===== src/rtl/slc3_trace_buffer_if.sv =====
// Bus bundle for slc3_trace_buffer: capture/readout controls in, popped entry and status out.
// master = controller side (drives capture and readout), slave = trace buffer.
interface slc3_trace_buffer_if #(
    parameter int unsigned WIDTH    = 16,
    parameter int unsigned DEPTH    = 16,
    parameter int unsigned CHANNELS = 4
);
    localparam int unsigned DW = CHANNELS * WIDTH;
    localparam int unsigned CW = $clog2(DEPTH) + 1;

    logic          sample_en;
    logic [DW-1:0] ch_data;
    logic          freeze;
    logic          rd_req;
    logic [WIDTH-1:0] trig_value;

    logic [DW-1:0] rd_data;
    logic          rd_valid;
    logic [CW-1:0] count;
    logic          full;
    logic          empty;
    logic          wrapped;
    logic [1:0]    state;

    modport master (
        output sample_en, ch_data, freeze, rd_req, trig_value,
        input  rd_data, rd_valid, count, full, empty, wrapped, state
    );

    modport slave (
        input  sample_en, ch_data, freeze, rd_req, trig_value,
        output rd_data, rd_valid, count, full, empty, wrapped, state
    );
endinterface


===== src/rtl/slc3_trace_buffer.sv =====
// Circular multi-channel trace buffer for the SLC-3 datapath: captures until frozen, then pops oldest-first.
// Optional `TRACE_TRIGGER_EN: capture starts only on a channel-0 match against trig_value.
module slc3_trace_buffer #(
    parameter int unsigned WIDTH    = 16,
    parameter int unsigned DEPTH    = 16,
    parameter int unsigned CHANNELS = 4
) (
    input  logic               clk,
    input  logic               reset,
    slc3_trace_buffer_if.slave bus
);
    localparam int unsigned DW = CHANNELS * WIDTH;
    localparam int unsigned PW = $clog2(DEPTH);
    localparam int unsigned CW = PW + 1;

    if (DEPTH < 2 || (DEPTH & (DEPTH - 1)) != 0) begin : g_depth_check
        $error("slc3_trace_buffer: DEPTH must be a power of two >= 2");
    end

    typedef enum logic [1:0] {
        ARMED   = 2'd0,
        CAPTURE = 2'd1,
        FROZEN  = 2'd2
    } state_t;

    state_t          state_q, state_d;
    logic [PW-1:0]   wr_ptr_q, rd_ptr_q;
    logic [CW-1:0]   count_q;
    logic            wrapped_q;
    logic            rd_valid_q;
    logic [DW-1:0]   rd_data_q;
    logic [DW-1:0]   mem [DEPTH];

    logic            do_write;
    logic            do_read;
    logic            do_clear;
    logic            is_full;
    logic [WIDTH-1:0] ch0;

    assign ch0     = bus.ch_data[WIDTH-1:0];
    assign is_full = (count_q == CW'(DEPTH));

`ifndef TRACE_TRIGGER_EN
    // Trigger compare value is not consulted when capture arms unconditionally.
    logic unused_trig;
    assign unused_trig = ^{bus.trig_value, ch0};
`endif

    // State register
    always_ff @(posedge clk) begin
        if (!reset) begin
            state_q <= ARMED;
        end else begin
            state_q <= state_d;
        end
    end

    // Next-state and datapath strobes
    always_comb begin
        state_d  = state_q;
        do_write = 1'b0;
        do_read  = 1'b0;
        do_clear = 1'b0;
        case (state_q)
            ARMED: begin
                if (bus.freeze) begin
                    state_d = FROZEN;
                end else begin
`ifdef TRACE_TRIGGER_EN
                    // Triggering sample becomes the first recorded entry.
                    if (bus.sample_en && (ch0 == bus.trig_value)) begin
                        do_write = 1'b1;
                        state_d  = CAPTURE;
                    end
`else
                    state_d = CAPTURE;
`endif
                end
            end
            CAPTURE: begin
                // A sample coinciding with freeze is still recorded.
                do_write = bus.sample_en;
                if (bus.freeze) begin
                    state_d = FROZEN;
                end
            end
            FROZEN: begin
                if (!bus.freeze) begin
                    do_clear = 1'b1;
                    state_d  = ARMED;
                end else if (bus.rd_req && (count_q != '0)) begin
                    do_read = 1'b1;
                end
            end
            default: begin
                state_d = ARMED;
            end
        endcase
    end

    // Pointers, occupancy and readout register
    always_ff @(posedge clk) begin
        if (!reset) begin
            wr_ptr_q   <= '0;
            rd_ptr_q   <= '0;
            count_q    <= '0;
            wrapped_q  <= 1'b0;
            rd_valid_q <= 1'b0;
            rd_data_q  <= '0;
        end else begin
            rd_valid_q <= do_read;
            if (do_clear) begin
                wr_ptr_q  <= '0;
                rd_ptr_q  <= '0;
                count_q   <= '0;
                wrapped_q <= 1'b0;
            end else if (do_write) begin
                wr_ptr_q <= wr_ptr_q + PW'(1);
                if (is_full) begin
                    // Overwrite drops the oldest entry.
                    rd_ptr_q  <= rd_ptr_q + PW'(1);
                    wrapped_q <= 1'b1;
                end else begin
                    count_q <= count_q + CW'(1);
                end
            end else if (do_read) begin
                rd_data_q <= mem[rd_ptr_q];
                rd_ptr_q  <= rd_ptr_q + PW'(1);
                count_q   <= count_q - CW'(1);
            end
        end
    end

    // Sample storage; contents are don't-care after reset.
    always_ff @(posedge clk) begin
        if (reset && do_write) begin
            mem[wr_ptr_q] <= bus.ch_data;
        end
    end

    assign bus.state    = state_q;
    assign bus.count    = count_q;
    assign bus.wrapped  = wrapped_q;
    assign bus.rd_valid = rd_valid_q;
    assign bus.rd_data  = rd_data_q;
    assign bus.full     = is_full;
    assign bus.empty    = (count_q == '0);

endmodule


===== src/flat_wrapper.sv =====
// flat-port wrapper written by rule: the top's interface ports become plain ports
module slc3_trace_buffer_flat 
#(
    parameter int unsigned WIDTH    = 16,
    parameter int unsigned DEPTH    = 16,
    parameter int unsigned CHANNELS = 4
)
  (clk, reset, bus_sample_en, bus_ch_data, bus_freeze, bus_rd_req, bus_trig_value, bus_rd_data, bus_rd_valid, bus_count, bus_full, bus_empty, bus_wrapped, bus_state);
  slc3_trace_buffer_if #(.WIDTH(WIDTH), .DEPTH(DEPTH), .CHANNELS(CHANNELS)) bus_i ();
  input  logic clk;
  input  logic reset;
  input wire logic [$bits(bus_i.sample_en)-1:0] bus_sample_en;
  input wire logic [$bits(bus_i.ch_data)-1:0] bus_ch_data;
  input wire logic [$bits(bus_i.freeze)-1:0] bus_freeze;
  input wire logic [$bits(bus_i.rd_req)-1:0] bus_rd_req;
  input wire logic [$bits(bus_i.trig_value)-1:0] bus_trig_value;
  output wire logic [$bits(bus_i.rd_data)-1:0] bus_rd_data;
  output wire logic [$bits(bus_i.rd_valid)-1:0] bus_rd_valid;
  output wire logic [$bits(bus_i.count)-1:0] bus_count;
  output wire logic [$bits(bus_i.full)-1:0] bus_full;
  output wire logic [$bits(bus_i.empty)-1:0] bus_empty;
  output wire logic [$bits(bus_i.wrapped)-1:0] bus_wrapped;
  output wire logic [$bits(bus_i.state)-1:0] bus_state;
  assign bus_i.sample_en = bus_sample_en;
  assign bus_i.ch_data = bus_ch_data;
  assign bus_i.freeze = bus_freeze;
  assign bus_i.rd_req = bus_rd_req;
  assign bus_i.trig_value = bus_trig_value;
  assign bus_rd_data = bus_i.rd_data;
  assign bus_rd_valid = bus_i.rd_valid;
  assign bus_count = bus_i.count;
  assign bus_full = bus_i.full;
  assign bus_empty = bus_i.empty;
  assign bus_wrapped = bus_i.wrapped;
  assign bus_state = bus_i.state;
  slc3_trace_buffer #(.WIDTH(WIDTH), .DEPTH(DEPTH), .CHANNELS(CHANNELS)) u_core (.clk(clk), .reset(reset), .bus(bus_i));
endmodule

===== config.mk =====
export PLATFORM = sky130hd
export DESIGN_NAME = slc3_trace_buffer_flat
export DESIGN_NICKNAME = d
export VERILOG_FILES = /design/src/rtl/slc3_trace_buffer_if.sv /design/src/rtl/slc3_trace_buffer.sv /design/src/flat_wrapper.sv
export SDC_FILE = /design/constraint.sdc
export NUM_CORES = 1
export LEC_CHECK = 0
export ABC_AREA = 1
export CORE_AREA = 2 2 320 322
export DETAILED_ROUTE_END_ITERATION = 6
export DIE_AREA = 0 0 322 324
export GPL_TIMING_DRIVEN = 0
export PLACE_DENSITY = 0.71
export SLEW_MARGIN = 15
export SYNTH_ARGS = -nofsm -noshare
export SYNTH_HDL_FRONTEND = slang
export SYNTH_SLANG_ARGS = --single-unit

===== constraint.sdc =====
create_clock -name clk -period 16.3 [get_ports clk]
set_input_delay 2.445 -clock clk [delete_from_list [all_inputs] [get_ports clk]]
set_output_delay 2.445 -clock clk [all_outputs]
set_load 0.05 [all_outputs]

---- Yosys cells after proc, flatten, opt, wreduce, memory -nomap -nowiden ----
Memories as Yosys holds them, arrays and structs flattened. A register that Yosys moved wholly into a read port is not among the register bits.
Index checks and enable logic that the tools add are counted.
operators by class
  reduce and logical (&&, ||, !) cells .... 13
  muxes and demuxes ....................... 18
  bitwise gates (word level) .............. 3
  $add $sub $neg .......................... 4
  equal/unequal tests ..................... 7
operators by type and width
  cell                 count
  $mux 5               3
  $mux 4               3
  $add 4x1->4 const B  2
  $mux 1               8
  $ne 2x2->1 const B   4
  $reduce_and 2->1     4
  $mux 2               3
  $pmux 2 s3           1
  $add 5x1->5 const B  1
  $eq 5x5->1 const B   1
  $logic_not 5->1      1
  $reduce_bool 5->1    1
  $sub 5x1->5 const B  1
  $not 1->1            3
  $reduce_and 3->1     1
  $eq 2x1->1 const B   1
  $eq 2x2->1 const B   1
  $logic_and 1x1->1    2
  $logic_not 2->1      1
  $reduce_bool 2->1    1
  $reduce_or 2->1      1
  $logic_not 1->1      1
storage, ports and cells
  input bits .............................. 85
  memories ................................ 1
  bits in registers ....................... 17
  word-level logic and storage cells ...... 52
  memory bits (writable) .................. 1024
memory list
  name        depth  bits a word  read ports  clocked after Yosys merged registers in  wr ports  RTL line                 RTL
  u_core.mem  16     64           1           1                                        1         slc3_trace_buffer.sv:32  logic [DW-1:0] mem [DEPTH];

---- Longest topological paths before layout ----
Gate-level depths: netlist of the first run.
  depth in word-level cells ............... 7
  depth in mapped cells ................... 13

---- Worst setup path after synthesis of the first run ----
Ideal clock, no wire load.
  path type ............................... input to register
  from .................................... input port reset
  to ...................................... memory u_core.mem[13][0] (netlist bit) (enable)
  arrival ................................. 7365 ps
  data required time ...................... 15735 ps
  setup slack ............................. 8370 ps
  stages .................................. 5
  path buffers ............................ 1
  path through ............................ clkinv_1 -> clkbuf_1 -> nor2_1 -> nand2_1 -> nor3_1
on the way
  cells in the longest elaborated chain, start to end .. 3
RTL lines
  item                          RTL line                  RTL
  from (decl)                   flat_wrapper.sv:11        input logic reset;
  $logic_and 1x1->1             slc3_trace_buffer.sv:136  if (reset && do_write) begin
  $mux 1                        slc3_trace_buffer.sv:136
  $mux 1 (implied by the code)  slc3_trace_buffer.sv:137  mem[wr_ptr_q] <= bus.ch_data;
  to (decl)                     slc3_trace_buffer.sv:32
Every way passes these cells.

---- Worst setup path after layout of the first run ----
  from .................................... input port reset
  to ...................................... memory u_core.mem[6][58] (netlist bit) (enable)
The elaborated chain is that of the path after synthesis.

==> metrics, run 1 <==
number of I/O pins=160; fin crit period=between 5 and 6 ns; final net count=roughly 4,100; syn_area_per_cell=between 10 and 15 um^2; number of synthesized flops with an enable pin=1,024; Routed WL=roughly 120,000 um; FF-to-FF path depth=8; H-tree depth=3; share of cells above drive strength 1=0.09827; Slew headroom=0.1425; final core utilization=0.5130; hold_buf cts=0; final hold vios=0; status=complete, but fails checks; top cells by count, synth=1,024 x edfxtp_1, 980 x nor2_1, 397 x nand3_1, 231 x o21ai_0, 227 x o21ai_1; Worst Setup End Kind=flop; multi-input logic area=around 9900 um^2; Final Wtd Congestion=around 0.82; final worst-path cycle share=0.3646; switching power share of the total=0.2071; Logic pwr share=0.034; leak pwr=between 15 and 20 nW; Area contributors post-synth=edfxtp_1 70%, nor2_1 8.3%, nand3_1 4.5%; setup_tns=0 ns; Seq pwr share=0.537; pre-CTS setup slack=9.699 ns; most frequent cell after synthesis=edfxtp_1; Mapped Cells=3,664; largest net degree at the start of global routing=24; Via Count=30,210; CTS sink count=around 1,100; Die Ht=324 um; Buf+Inv Stages, Crit Path=9; grt ovf=0; Die X-Extent=322 um; vias per std cell=roughly 5.6; CP Class=input pin to flop; root buffer cell=clkbuf_16; core area=between 100,000 and 150,000 um^2; post-route ant nets=0; drt initial violations=4,061; Slew @ Worst Pin=1.286 ns; Slew Viols, Final=0; Initial Utilization=0.4365; fillers=8,364; skew final=0.03103 ns; Worst EP arrival=6.33 ns; Slowest cell on crit path=clkinv_1; Most common cell on crit path=buf_4; failing checks=design-rule violations; row count=117; placed cell area=48,310 um^2; async set-reset flop share out of synthesis=0; post-DR wirelength/cell=22.76 um; clk_lat worst skew=0.70 ns; max incr delay on CP=0.73 ns; Yosys warning count=0; CTS tree=yes; crit-path cells=clkdlybuf4s50_1 -> clkinv_1 -> clkbuf_1 -> nor2_1 -> inv_1 -> nor3_2 -> buf_6 -> buf_4 -> buf_4 -> buf_4 -> buf_4; Sequential cell area=approximately 32,000 um^2; Final setup viols=0; CTS Buffer Depth=3; setup ws final=about 10 ns; clock network fraction of design power=0.429; Post-Layout Cell Count=between 5,000 and 6,000; top cell type by total area after synthesis=edfxtp_1; syn nets=3,756; vias in the first global route=28,570; Pint=4.588 mW; total CTS buffers=between 100 and 150; Post-route DRC=1; clock transition at the registers of the reported paths=0.06 ns; Critical Path Source Type=input pin; post-synthesis instance area=44,090 um^2; Max FO, Critical Path=10; Setup crit start=reset; die footprint=104,300 um^2; hold_sp=u_core.bus.wrapped; Yosys cell types=28; Hold Slack=0.4513 ns; Worst VDD drop=0.00007895 V; design area=51,820 um^2; Max-cap violations=0; hold path depth=2; sequential-to-total area share from yosys stat=0.7342; Fmax achieved=168.3 MHz; PortBufs=~140; Crit path depth=11; RSZ-0062 raised after global routing=no; share of the synthesized area in the top cell type=0.6974; flops & latches, synth=roughly 1,100; Design Power=~5.8 mW; DR pass1 iterations=7; antenna violations before repair=3; RR Startpoint=u_core.bus.state[0]; placed insts=5,227; global-route wire length before repair=181,200 um; Post-CTS Setup Inserts=0; Synth-to-Final Area Change=17.53%; Worst Path Required=approximately 17 ns; Main synth FF type=edfxtp_1; Net Switching=1.199 mW; delay-heaviest family, CP=buffers and inverters; GRT Total Usage=0.2333; worst min-delay path class=flop to flop; CTS resizes=0; PwrDens=111.7 nW/um^2; hpwl dp=83,830 um
[final cells by class]
| type | instances | area share |
|---|---|---|
| Tap cell | 1309 | 0.03161 |
| Inverter | 162 | 0.01173 |
| Multi-Input combinational cell | 2163 | 0.1908 |
| Buffer | 234 | 0.02543 |
| Clock inverter | 62 | 0.01345 |
| Clock buffer | 131 | 0.05416 |
| Antenna cell | 1 | 0.00004829 |
| Timing Repair Buffer | 254 | 0.04812 |
| Sequential cell | 1105 | 0.6247 |
[final timing paths]
check | end | slack (ns)
max | u_core.mem[6][58] | 10.36
min | u_core.bus.wrapped | 0.45
max reg2reg | u_core.mem[7][54] | 12.98
min reg2reg | u_core.bus.wrapped | 0.45
[power groups by stage]
| stage | Combinational [mW] | Clock [mW] | Sequential (mW) |
|---|---|---|---|
| after global placement | 0.188 | 0 | 3.17 |
| after CTS | 0.196 | 2.49 | 3.11 |
| after detailed placement | 0.194 | 0 | 3.17 |
| after global routing | 0.213 | 2.60 | 3.10 |
| final | 0.198 | 2.48 | 3.11 |
| after floorplan | 0.0797 | 0 | 3.18 |
[cell usage in the layout, fill, tap and decap left out, types with 36 or more instances in the layout]
cell,synthesis,final
edfxtp_1,1024,1024
nor2_1,980,976
nand3_1,397,397
o21ai_0,231,231
o21ai_1,227,227
nand2_1,159,159
inv_1,156,156
clkdlybuf4s50_1,0,143
o211ai_1,128,128
clkbuf_1,88,106
clkbuf_16,0,106
buf_4,13,95
dfxtp_1,81,81
buf_2,59,59
buf_6,34,51
buf_1,36,36
[worst min-delay path, cell delays in order (launching register included)]
cell	delay, ns
dfxtp_1	0.31
inv_1	0.05
a21oi_1	0.05
[registers in the layout (all words and copies together), names as in the netlist]
register and flops:
u_core.bus.state 2, u_core.bus.wrapped 1, u_core.bus.rd_data 64, u_core.bus.rd_valid 1
u_core.rd_ptr_q 4, u_core.wr_ptr_q 4, u_core.mem 1024, u_core.bus.count 5
[routing by layer]
layer	GRT usage	up-vias	part of all wire
met3	0.04027	267	0.096
met5	0	-	0
met1	0.2970	14600	0.38
met4	0.09917	0	0.040
li1	-	13650	-
met2	0.3947	1698	0.49
[logic make-up (layout without fill, tap and decap cells)]
group,after synthesis,count (layout),synth area share
adder cells (fa/ha/maj),7,7,0.001986
AO/OA/AOI/OAI,600,600,0.07557
other,0,1,0
XOR/XNOR,2,2,0.0003974
AND/OR/NAND/NOR,1554,1554,0.1442
flip-flops,1105,1105,0.7342
buffers and inverters,396,843,0.04365
No activity file was read; power rests on OpenSTA's default activity.
==> run 2, diff against run 1 <==
==> constraint.sdc (replaced) <==
create_clock -name clk -period 5.6 [get_ports clk]
set_input_delay 0.84 -clock clk [delete_from_list [all_inputs] [get_ports clk]]
set_output_delay 0.84 -clock clk [all_outputs]
set_load 0.05 [all_outputs]
==> run 2 against run 1 <==
Net effect:
- the flow now finishes without violations
- combinational power rose to 2.9 times the previous value
- global-route usage up 0.056 points
- register-to-register slack worse by 11 ns
- setup slack got worse by 9.2 ns
- worst hold slack gained 0.014 ns
- sequential power increased to 2.9 times the previous value
- core utilization increased by 0.21 points
- first-iteration DRC count decreased by 4.6%
- highest routed layer unchanged
- design area rose by 0.41%
- via count rose by 0.22%
- non-clock buffer count fell by 24
- clock power rose to 2.9 times the previous value
==> metrics, run 2 (same netlist as run 1, synthesis figures left out) <==
fin crit period=4.487 ns; leak pwr=17.72 nW (about the same); antenna violations before repair=1 (-2); vias in the first global route=28,760 (+0.67%); Slew Viols, Final=0 (unchanged); Final setup viols=0 (unchanged); PortBufs=143 (unchanged); PwrDens=325.2 nW/um^2 (+190%); Most flops, register=u_core.mem; worst min-delay path class=flop to flop; number of I/O pins=160 (unchanged); Initial Utilization=0.4365 (unchanged); placed cell area=48,490 um^2 (+0.36%); Routed WL=123,600 um (+0.14%); post-route ant nets=0 (unchanged); Worst VDD drop=0.0002658 V (+240%); vias per std cell=5.605 (+0.59%); Post-Layout Cell Count=5,401 (-0.37%); Max FO, Critical Path=10 (unchanged); largest net degree at the start of global routing=23 (-4.2%); CP Class=input pin to flop; skew final=0.02110 ns (-0.009930 ns); hpwl dp=83,120 um (-0.84%); Max-cap violations=0 (unchanged); most frequent cells in the layout=1,024 x edfxtp_1, 976 x nor2_1, 397 x nand3_1; final hold vios=0 (unchanged); final worst-path cycle share=0.8012; DR pass1 iterations=5 (-2); H-tree depth=3 (unchanged); setup ws final=1.113 ns (-9.244 ns); die footprint=104,300 um^2 (unchanged); Worst Setup End Kind=flop; Slew @ Worst Pin=1.277 ns (-0.009322 ns); clock transition at the registers of the reported paths=0.06 ns (about the same); Synth-to-Final Area Change=18.01%; clk_lat worst skew=0.69 ns (about the same); placed insts=5,203 (-0.46%); Die Ht=324 um (unchanged); Design Power=16.92 mW (+190%); Worst EP arrival=4.87 ns (-1.46 ns); most common cell after layout, fill and taps aside=edfxtp_1; row count=117 (unchanged); CTS tree=yes; design area=52,030 um^2 (+0.41%); drt initial violations=3,873 (-4.6%); final core utilization=0.5151 (+0.002106); final net count=4,092 (-0.58%); CTS Buffer Depth=3 (unchanged); grt ovf=0 (unchanged); RSZ-0062 raised after global routing=no; total CTS buffers=104 (unchanged); CTS resizes=0 (unchanged); Worst Path Required=5.98 ns (-10.71 ns); pre-CTS setup slack=0.5304 ns (-9.168 ns); root buffer cell=clkbuf_16; core area=101,000 um^2 (unchanged); hold_buf cts=0 (unchanged); Slew headroom=0.1487 (+0.006214); Via Count=30,270 (+0.22%); global-route wire length before repair=182,000 um (+0.46%); Fmax achieved=about 220 MHz; GRT Total Usage=0.2338 (+0.0005642); Die X-Extent=322 um (unchanged); post-DR wirelength/cell=22.88 um (+0.51%); Critical Path Source Type=input pin; share of cells above drive strength 1=0.09149 (-0.006786); status=complete, no violations; CTS sink count=1,105 (unchanged); Post-CTS Setup Inserts=0 (unchanged); Post-route DRC=0 (-1); max reg flops=1,024 (unchanged); Final Wtd Congestion=0.8187 (+0.16%)
[run 2: changes by cell type in the layout (fill, tap and decap cells not counted), moves of 3 or more]
cell | previous run | this run
clkbuf_1 | 106 | 98
buf_6 | 51 | 37
clkinv_1 | 17 | 32
buf_4 | 95 | 44
buf_8 | 1 | 39
nor3_2 | 12 | 4
diode_2 | 1 | 4
bufinv_16 | 13 | 16
nor3_4 | 0 | 8
inv_16 | 0 | 3
inv_6 | 3 | 0
clkinv_4 | 3 | 0
buf_16 | 2 | 6
[run 2: final timing paths]
| path | from | to | slack (ns) | cells after the start |
|---|---|---|---|---|
| worst min register to register | u_core.bus.wrapped | u_core.bus.wrapped | 0.47 | 2 |
| worst min-delay path | u_core.bus.wrapped | u_core.bus.wrapped | 0.47 | 2 |
| worst max register to register | u_core.bus.state[0] | u_core.mem[9][58] | 2.47 | 9 |
| worst max-delay path | reset | u_core.mem[9][58] | 1.11 | 11 |
[run 2: metrics by stage]
stage	hold WS, ns	setup TNS [ns]
2_1_floorplan	0.5027	-184.70
3_3_place_gp	0.4533	-3578.97
3_5_place_dp	0.4664	0
4_1_cts	0.4747	0
5_1_grt	0.4990	0
6_report	0.4656	0
[run 2: layout make-up]
cell class                 instances  area (um^2)
buffer                           234         1320
clock inverter                    71        779.5
timing repair buffer             230         2614
multi-input combinational       2163         9935
clock buffer                     123         2756
tap                             1309         1638
fill                            8291        48980
inverter                         162        608.1
antenna                            4        10.01
sequential                      1105        32370
[run 2: metal layers]
layer / vias to the layer above / part of all wire / GRT usage
li1: 13620 / - / -
met1: 14660 / 0.38 / 0.2974
met2: 1738 / 0.48 / 0.3913
met3: 259 / 0.097 / 0.04121
met4: 0 / 0.041 / 0.1082
met5: - / 0 / 0
[run 2: worst max-delay path: stages]
cell and delay (ns):
clkdlybuf4s50_1 0.62, clkinv_1 0.74, clkbuf_1 0.50, nor2_1 0.22
nand2_1 0.23, nor3_2 0.56, buf_4 0.29, buf_4 0.21
buf_4 0.22, buf_4 0.22, buf_4 0.19
[run 2: power breakdown]
part | internal [mW] | switching [mW]
clock network | 4.25 | 3.05
logic | 0.168 | 0.408
registers | 9.03 | 0.0122
total | 13.4 | 3.47
